## src/rtl/sid_filter_mc_if.sv

```systemverilog
// sid_filter_mc_if -- bundle of the request/response signals of sid_filter_mc.
//   start            : one-cycle request to update all channels
//   vi, vd           : per-channel filter input and direct-path sums (signed)
//   w0, q_inv        : per-channel cutoff (signed) and 1/Q (unsigned) coefficients
//   mode, vol        : per-channel LP/BP/HP output select and master volume
//   busy, done       : sequence running / one-cycle completion pulse
//   audio, sat       : per-channel volume-scaled output and sticky clip flag
// master: the block issuing requests; slave: the filter.
interface sid_filter_mc_if #(
   parameter int CHANNELS = 2,
   parameter int DATA_W   = 24,
   parameter int COEF_W   = 16
);
   logic                         start;
   logic [CHANNELS*DATA_W-1:0]   vi;
   logic [CHANNELS*DATA_W-1:0]   vd;
   logic [CHANNELS*COEF_W-1:0]   w0;
   logic [CHANNELS*COEF_W-1:0]   q_inv;
   logic [CHANNELS*3-1:0]        mode;
   logic [CHANNELS*4-1:0]        vol;
   logic                         busy;
   logic                         done;
   logic [CHANNELS*DATA_W-1:0]   audio;
   logic [CHANNELS-1:0]          sat;

   modport master (
      output start, vi, vd, w0, q_inv, mode, vol,
      input  busy, done, audio, sat
   );

   modport slave (
      input  start, vi, vd, w0, q_inv, mode, vol,
      output busy, done, audio, sat
   );
endinterface

```

## src/rtl/sid_filter_mc.sv

```systemverilog
// sid_filter_mc -- multi-channel SID-style state-variable filter sharing one
// multiplier. Each start runs BP, LP, HP and OUT for channel 0, then channel 1,
// and so on; done pulses one cycle after the last OUT.
//   clk  : system clock, rising edge
//   rst  : asynchronous active-high reset
//   bus  : sid_filter_mc_if slave modport (start/busy/done, per-channel
//          inputs, audio and sat outputs)
//
// state | meaning
// ------+-----------------------------------------------------------
// IDLE  | waiting for start; busy low
// BP    | vbp update from old vhp; old vbp saved for LP
// LP    | vlp update from the saved (old) vbp
// HP    | vhp update from new vbp and new vlp
// OUT   | mix, clip and volume-scale into audio; next channel or IDLE
module sid_filter_mc #(
   parameter int CHANNELS = 2,
   parameter int DATA_W   = 24,
   parameter int COEF_W   = 16,
   parameter int W0_FRAC  = 17
) (
   input  logic            clk,
   input  logic            rst,
   sid_filter_mc_if.slave  bus
);

   localparam int SH   = W0_FRAC - (DATA_W - COEF_W);
   // One extra operand bit lets the unsigned q_inv and volume share the
   // signed multiplier without being misread as negative.
   localparam int MW   = COEF_W + 1;
   localparam int PW   = 2 * MW;
   localparam int WW   = ((PW > DATA_W) ? PW : DATA_W) + 4;
   localparam int CH_W = (CHANNELS > 1) ? $clog2(CHANNELS) : 1;

   localparam logic [2:0] S_IDLE = 3'd0;
   localparam logic [2:0] S_BP   = 3'd1;
   localparam logic [2:0] S_LP   = 3'd2;
   localparam logic [2:0] S_HP   = 3'd3;
   localparam logic [2:0] S_OUT  = 3'd4;

   localparam logic signed [WW-1:0] MAX_W  = {{(WW-DATA_W+1){1'b0}}, {(DATA_W-1){1'b1}}};
   localparam logic signed [WW-1:0] MIN_W  = {{(WW-DATA_W+1){1'b1}}, {(DATA_W-1){1'b0}}};
   localparam logic signed [WW-1:0] ZERO_W = '0;

   logic [2:0]              state;
   logic [CH_W-1:0]         ch;
   logic                    done_r;
   logic [CHANNELS-1:0]     sat_r;
   logic signed [DATA_W-1:0] vlp [CHANNELS];
   logic signed [DATA_W-1:0] vbp [CHANNELS];
   logic signed [DATA_W-1:0] vhp [CHANNELS];
   logic signed [DATA_W-1:0] audio_r [CHANNELS];
   logic signed [DATA_W-1:0] vbp_old;

   logic signed [DATA_W-1:0] vi_a [CHANNELS];
   logic signed [DATA_W-1:0] vd_a [CHANNELS];
   logic signed [COEF_W-1:0] w0_a [CHANNELS];
   logic [COEF_W-1:0]        q_a  [CHANNELS];
   logic [2:0]               mode_a [CHANNELS];
   logic [3:0]               vol_a  [CHANNELS];

   always_comb begin
      for (int i = 0; i < CHANNELS; i++) begin
         vi_a[i]   = bus.vi[i*DATA_W +: DATA_W];
         vd_a[i]   = bus.vd[i*DATA_W +: DATA_W];
         w0_a[i]   = bus.w0[i*COEF_W +: COEF_W];
         q_a[i]    = bus.q_inv[i*COEF_W +: COEF_W];
         mode_a[i] = bus.mode[i*3 +: 3];
         vol_a[i]  = bus.vol[i*4 +: 4];
      end
   end

   function automatic logic signed [MW-1:0] hi_op(input logic signed [DATA_W-1:0] x);
      logic signed [COEF_W-1:0] h;
      h = x[DATA_W-1 -: COEF_W];
      return {h[COEF_W-1], h};
   endfunction

   function automatic logic signed [DATA_W-1:0] clamp(input logic signed [WW-1:0] x);
      if (x > MAX_W)      return MAX_W[DATA_W-1:0];
      else if (x < MIN_W) return MIN_W[DATA_W-1:0];
      else                return x[DATA_W-1:0];
   endfunction

   logic signed [WW-1:0]     amix_w, t_lp, t_bp, t_hp, upd_w;
   logic signed [DATA_W-1:0] amix_c, upd_c;
   logic                     amix_clip, upd_clip;
   logic signed [MW-1:0]     op_a, op_b;
   logic signed [PW-1:0]     prod;

   // Evaluated in order: mix first (needs no product), then operands,
   // product, and finally the state update that consumes the product.
   always_comb begin
      t_lp = ZERO_W;
      t_bp = ZERO_W;
      t_hp = ZERO_W;
      if (mode_a[ch][0]) t_lp = WW'(vlp[ch]);
      if (mode_a[ch][1]) t_bp = WW'(vbp[ch]);
      if (mode_a[ch][2]) t_hp = WW'(vhp[ch]);
      amix_w    = WW'(vd_a[ch]) + t_lp + t_bp + t_hp;
      amix_c    = clamp(amix_w);
      amix_clip = (amix_w > MAX_W) || (amix_w < MIN_W);

      op_a = '0;
      op_b = '0;
      case (state)
         S_BP: begin
            op_a = {w0_a[ch][COEF_W-1], w0_a[ch]};
            op_b = hi_op(vhp[ch]);
         end
         S_LP: begin
            op_a = {w0_a[ch][COEF_W-1], w0_a[ch]};
            op_b = hi_op(vbp_old);
         end
         S_HP: begin
            op_a = {1'b0, q_a[ch]};
            op_b = hi_op(vbp[ch]);
         end
         S_OUT: begin
            op_a = MW'({vol_a[ch], 4'b0000});
            op_b = hi_op(amix_c);
         end
         default: ;
      endcase
      prod = op_a * op_b;

      upd_w = ZERO_W;
      case (state)
         S_BP:    upd_w = WW'(vbp[ch]) - WW'(prod >>> SH);
         S_LP:    upd_w = WW'(vlp[ch]) - WW'(prod >>> SH);
         S_HP:    upd_w = WW'(prod) - WW'(vlp[ch]) - WW'(vi_a[ch]);
         default: upd_w = ZERO_W;
      endcase
      upd_c    = clamp(upd_w);
      upd_clip = (upd_w > MAX_W) || (upd_w < MIN_W);
   end

   always_ff @(posedge clk or posedge rst) begin
      if (rst) begin
         state   <= S_IDLE;
         ch      <= '0;
         done_r  <= 1'b0;
         sat_r   <= '0;
         vbp_old <= '0;
         for (int i = 0; i < CHANNELS; i++) begin
            vlp[i]     <= '0;
            vbp[i]     <= '0;
            vhp[i]     <= '0;
            audio_r[i] <= '0;
         end
      end else begin
         done_r <= 1'b0;
         case (state)
            S_IDLE: begin
               if (bus.start) begin
                  state <= S_BP;
                  ch    <= '0;
                  sat_r <= '0;
               end
            end
            S_BP: begin
               vbp_old <= vbp[ch];
               vbp[ch] <= upd_c;
               if (upd_clip) sat_r[ch] <= 1'b1;
               state <= S_LP;
            end
            S_LP: begin
               vlp[ch] <= upd_c;
               if (upd_clip) sat_r[ch] <= 1'b1;
               state <= S_HP;
            end
            S_HP: begin
               vhp[ch] <= upd_c;
               if (upd_clip) sat_r[ch] <= 1'b1;
               state <= S_OUT;
            end
            S_OUT: begin
               audio_r[ch] <= prod[DATA_W-1:0];
               if (amix_clip) sat_r[ch] <= 1'b1;
               if (ch == CH_W'(CHANNELS-1)) begin
                  state  <= S_IDLE;
                  done_r <= 1'b1;
               end else begin
                  ch    <= ch + 1'b1;
                  state <= S_BP;
               end
            end
            default: state <= S_IDLE;
         endcase
      end
   end

   always_comb begin
      bus.audio = '0;
      for (int i = 0; i < CHANNELS; i++) begin
         bus.audio[i*DATA_W +: DATA_W] = audio_r[i];
      end
   end

   assign bus.busy = (state != S_IDLE);
   assign bus.done = done_r;
   assign bus.sat  = sat_r;

endmodule

```

## src/flat_wrapper.sv

```systemverilog
// flat-port wrapper written by rule: the top's interface ports become plain ports
module sid_filter_mc_flat 
#(
   parameter int CHANNELS = 2,
   parameter int DATA_W   = 24,
   parameter int COEF_W   = 16,
   parameter int W0_FRAC  = 17
)
  (clk, rst, bus_start, bus_vi, bus_vd, bus_w0, bus_q_inv, bus_mode, bus_vol, bus_busy, bus_done, bus_audio, bus_sat);
  sid_filter_mc_if #(.CHANNELS(CHANNELS), .DATA_W(DATA_W), .COEF_W(COEF_W)) bus_i ();
  input  logic clk;
  input  logic rst;
  input wire logic [$bits(bus_i.start)-1:0] bus_start;
  input wire logic [$bits(bus_i.vi)-1:0] bus_vi;
  input wire logic [$bits(bus_i.vd)-1:0] bus_vd;
  input wire logic [$bits(bus_i.w0)-1:0] bus_w0;
  input wire logic [$bits(bus_i.q_inv)-1:0] bus_q_inv;
  input wire logic [$bits(bus_i.mode)-1:0] bus_mode;
  input wire logic [$bits(bus_i.vol)-1:0] bus_vol;
  output wire logic [$bits(bus_i.busy)-1:0] bus_busy;
  output wire logic [$bits(bus_i.done)-1:0] bus_done;
  output wire logic [$bits(bus_i.audio)-1:0] bus_audio;
  output wire logic [$bits(bus_i.sat)-1:0] bus_sat;
  assign bus_i.start = bus_start;
  assign bus_i.vi = bus_vi;
  assign bus_i.vd = bus_vd;
  assign bus_i.w0 = bus_w0;
  assign bus_i.q_inv = bus_q_inv;
  assign bus_i.mode = bus_mode;
  assign bus_i.vol = bus_vol;
  assign bus_busy = bus_i.busy;
  assign bus_done = bus_i.done;
  assign bus_audio = bus_i.audio;
  assign bus_sat = bus_i.sat;
  sid_filter_mc #(.CHANNELS(CHANNELS), .DATA_W(DATA_W), .COEF_W(COEF_W), .W0_FRAC(W0_FRAC)) u_core (.clk(clk), .rst(rst), .bus(bus_i));
endmodule
```

## config.mk

```make
export PLATFORM = sky130hd
export DESIGN_NAME = sid_filter_mc_flat
export DESIGN_NICKNAME = d
export VERILOG_FILES = /design/src/rtl/sid_filter_mc_if.sv /design/src/rtl/sid_filter_mc.sv /design/src/flat_wrapper.sv
export SDC_FILE = /design/constraint.sdc
export NUM_CORES = 2
export LEC_CHECK = 0
export ABC_CLOCK_PERIOD_IN_PS = 23200
export BUFFER_PORTS_ARGS = -buffer_cell sky130_fd_sc_hd__buf_2
export CORE_UTILIZATION = 55
export DETAILED_ROUTE_END_ITERATION = 8
export GPL_TIMING_DRIVEN = 0
export PLACE_DENSITY = 0.77
export SETUP_SLACK_MARGIN = 0.1
export SLEW_MARGIN = 20
export SYNTH_ARGS = -nofsm -noshare
export SYNTH_HDL_FRONTEND = slang
export SYNTH_SLANG_ARGS = --single-unit
```

## constraint.sdc

```tcl
create_clock -name clk -period 23.2 [get_ports clk]
set_input_delay 6.96 -clock clk [delete_from_list [all_inputs] [get_ports clk]]
set_output_delay 6.96 -clock clk [all_outputs]
set_load 0.01 [all_outputs]
```

==> flow_summary.ini <==
[critical_path]
reg2regPathDepth = 61
r2r-start = u_core.ch
critPathKind = input port to flop
crit_arrival_ns = 23.15
cpLargestDelayFamily = adder cells
cp-start-kind = input port
end_kind = flop
path_max_fanout = 10
crit_buf_inv = 13
timing.rr.end = u_core.bus.sat[0]
slowest_delay_ns = 0.57
required_ns = 23.61
cpMostUsedCell = fa_1
slowest_stage = fa_1
r2r_slack_ns = 3.39

[cts]
cts_tree = done
clock_sinks = 215
clockBufferDepth = 3
path_clk_slew_ns = 0.07
ctsHoldBuffers = 0
clock_latency_ns = 0.54
numCtsBuffers = 22
ctsRootBufferMaster = clkbuf_16
htree_levels = 1

[routing]
drcViolationCount = 0
avgViaCountPerCell = 6.063
routedWlPerCell_um = 22.56
drt.antenna.violating_nets = 0
vias = 27100
drt-total-wl_um = 100800
first_pass_iters = 7
first_iter_violations = 2999

[synthesis]
synthArstFlopShare = 1.000
yosysSeqAreaShare = 0.1775
yosysUniqueCellTypes = 93
yosys_most_used_dff = dfrtp_1
synth_cells = 3492
avgSynthCellArea_sq_um = 8.681
synth-edff-count = 0
ys_ff_latch = 215
yosysWarningCount = 0
syn-num-nets = 4246
syn_area_sq_um = 30320

[die]
initial_core_util = 0.5600
die_x_um = 236.8
core_sq_um = 54130
die_y_um = 236.8
rows = 85
ioPinCount = 229
die-area_sq_um = 56060

[placement]
portBuffers = 228
routabilityCongestion = 1.055
place_hpwl_um = 83070

[sta]
finalHoldViolCount = 0
rsz0062_at_grt = no
fin_crit_sh = 0.9803
setup_viol = 0
max_slew_margin = 0.1838
setup_tns_ns = 0
min_period_ns = 22.74
max_freq_ghz = 0.04397
slew_violations = 0
tightest_slew_ns = 1.212
finClkSkew_ns = 0.01582

[cells_and_area]
nNetsFinal = 4509
syn_to_final_growth_pct = 10.44
drive_gt1_frac = 0.1355
fin_util = 0.6185

[hold_path]
holdPathStages = 2
hp-class = flop to flop
min-delay-start = u_core.bus.audio[5]
hold_end = u_core.bus.audio[5]

[job]
maxCapViolCount = 0

[global_route]
grt_usage = 0.3618
grt_max_degree = 93
grt_overflow = 0
grt_pass1_vias = 25800
grt_pass1_wl_um = 152900
antenna_found_initial = 3

[run_status]
status = finished, final reports clean
## worst reg2reg max path: cells and delay by family, from the launching register on
family	cells	cell delay [ns]
buf+inv	17	5.20
simple gates	12	2.47
mux	1	0.43
compound gates	17	4.94
flops	1	0.46
fa+ha+maj	13	5.86
xor+xnor	1	0.33
## cell usage in the layout, fill, tap and decap left out, types with 15 or more instances in the layout
cell	instances
nor3_1	31
nand2_1	276
buf_1	21
a21o_1	68
nor2b_1	32
xor2_1	37
fa_1	382
mux2_2	84
clkbuf_1	96
clkbuf_16	23
buf_4	15
o21a_1	35
inv_1	546
or2_2	16
nand4_1	19
mux2i_1	76
o211ai_1	26
and2_1	17
buf_2	244
dfrtp_1	215
ha_1	195
a22oi_1	23
a211oi_1	18
a31oi_1	25
nand2b_1	40
nor2_1	427
xnor2_1	56
and3_1	20
a21oi_1	258
nand3_1	29
o21ai_0	134
## per-layer routing
metal	track usage	vias to the layer above	wire length [um]
met4	0.1405	2	4916
met5	0	-	13
met1	0.4852	13280	39150
met2	0.5549	1544	44290
li1	-	11990	-
met3	0.1021	282	12440
## worst max path at each step
stage	start	end	slack, ns	depth (start not counted)
floorplan	bus_mode[4]	u_core.bus.sat[0]	3.03	54
global placement	bus_mode[5]	u_core.vlp[44]	-0.77	57
detailed placement	bus_mode[5]	u_core.vlp[44]	-0.64	57
CTS	bus_mode[4]	u_core.bus.sat[0]	0.13	57
global route	bus_mode[5]	u_core.vlp[35]	0.02	58
finish	bus_mode[5]	u_core.bus.sat[0]	0.46	58
## flip-flops by register name (all words and copies together) (netlist names)
| signal | flops |
|---|---|
| u_core.bus.audio | 48 |
| u_core.vlp | 48 |
| u_core.vbp | 48 |
| u_core.bus.done | 1 |
| u_core.vbp_old | 16 |
| u_core.ch | 1 |
| u_core.vhp | 48 |
| u_core.bus.sat | 2 |
| u_core.state | 3 |
## stage by stage
step | cells | area, sq um | worst slack, ns | hold WS [ns]
2_1_floorplan | 3492 | 30320 | 3.028 | 0.4434
6_report | 4469 | 33480 | 0.4573 | 0.4749
4_1_cts | 4460 | 33270 | 0.1269 | 0.4778
3_3_place_gp | 4416 | 32330 | -0.7660 | 0.4557
3_5_place_dp | 4421 | 32520 | -0.6416 | 0.4643
5_1_grt | 4466 | 33470 | 0.02382 | 0.4894
## layout make-up
type / instances / area, sq um
clock buffer: 31 / 645.6
inverter: 549 / 2068
antenna: 3 / 7.507
tap: 696 / 870.8
multi-input combinational: 2576 / 22450
timing repair buffer: 239 / 1277
fill: 4712 / 20650
clock inverter: 8 / 93.84
buffer: 152 / 685.7
sequential: 215 / 5380
## cells in the mapped netlist (9+ instances only)
| master | instances | share of area |
|---|---|---|
| a21o_1 | 68 | 0.017 |
| mux2i_1 | 78 | 0.026 |
| and3_1 | 20 | 0.0041 |
| nand4_1 | 19 | 0.0039 |
| a21oi_4 | 14 | 0.0075 |
| o22ai_1 | 14 | 0.0029 |
| nor3_1 | 33 | 0.0054 |
| nand2_1 | 276 | 0.034 |
| o21bai_1 | 14 | 0.0035 |
| xnor2_1 | 64 | 0.018 |
| o22a_1 | 13 | 0.0038 |
| xor2_1 | 47 | 0.014 |
| a21oi_2 | 12 | 0.0035 |
| buf_2 | 14 | 0.0023 |
| mux2_2 | 84 | 0.031 |
| o211ai_1 | 26 | 0.0064 |
| fa_1 | 382 | 0.25 |
| o21a_1 | 35 | 0.0087 |
| ha_1 | 195 | 0.080 |
| and2_1 | 17 | 0.0035 |
| o21ai_1 | 13 | 0.0021 |
| nand2b_1 | 40 | 0.0083 |
| o31ai_1 | 9 | 0.0022 |
| buf_1 | 22 | 0.0027 |
| a21oi_1 | 260 | 0.043 |
| a22oi_1 | 23 | 0.0057 |
| a211oi_1 | 18 | 0.0045 |
| a31oi_1 | 26 | 0.0054 |
| o21ai_0 | 135 | 0.022 |
| clkbuf_1 | 100 | 0.012 |
| nor2b_1 | 32 | 0.0066 |
| nor2_1 | 428 | 0.053 |
| a211o_1 | 10 | 0.0029 |
| or2_2 | 16 | 0.0033 |
| nand3_1 | 29 | 0.0048 |
| dfrtp_1 | 215 | 0.18 |
| buf_4 | 9 | 0.0022 |
| inv_1 | 547 | 0.068 |
## cell families (layout without fill, tap and decap cells)
kind of cell | after synthesis | after routing | synth area share
mux | 162 | 162 | 0.05696
other cells | 0 | 3 | 0
compound gates | 784 | 784 | 0.1750
buf+inv | 701 | 979 | 0.09022
simple gates | 942 | 942 | 0.1355
fa+ha+maj | 577 | 577 | 0.3327
flops | 215 | 215 | 0.1775
xor+xnor | 111 | 111 | 0.03207
## what timing repair did
action | in CTS | in global routing
gates resized for setup | 3 | 29
buffers inserted | 0 | 6
endpoints found under the setup margin | 140 | 140
pin swaps | 0 | 4
Power is not shown: default switching activity piles up to over one toggle a cycle in this logic, so the estimate is an artifact.
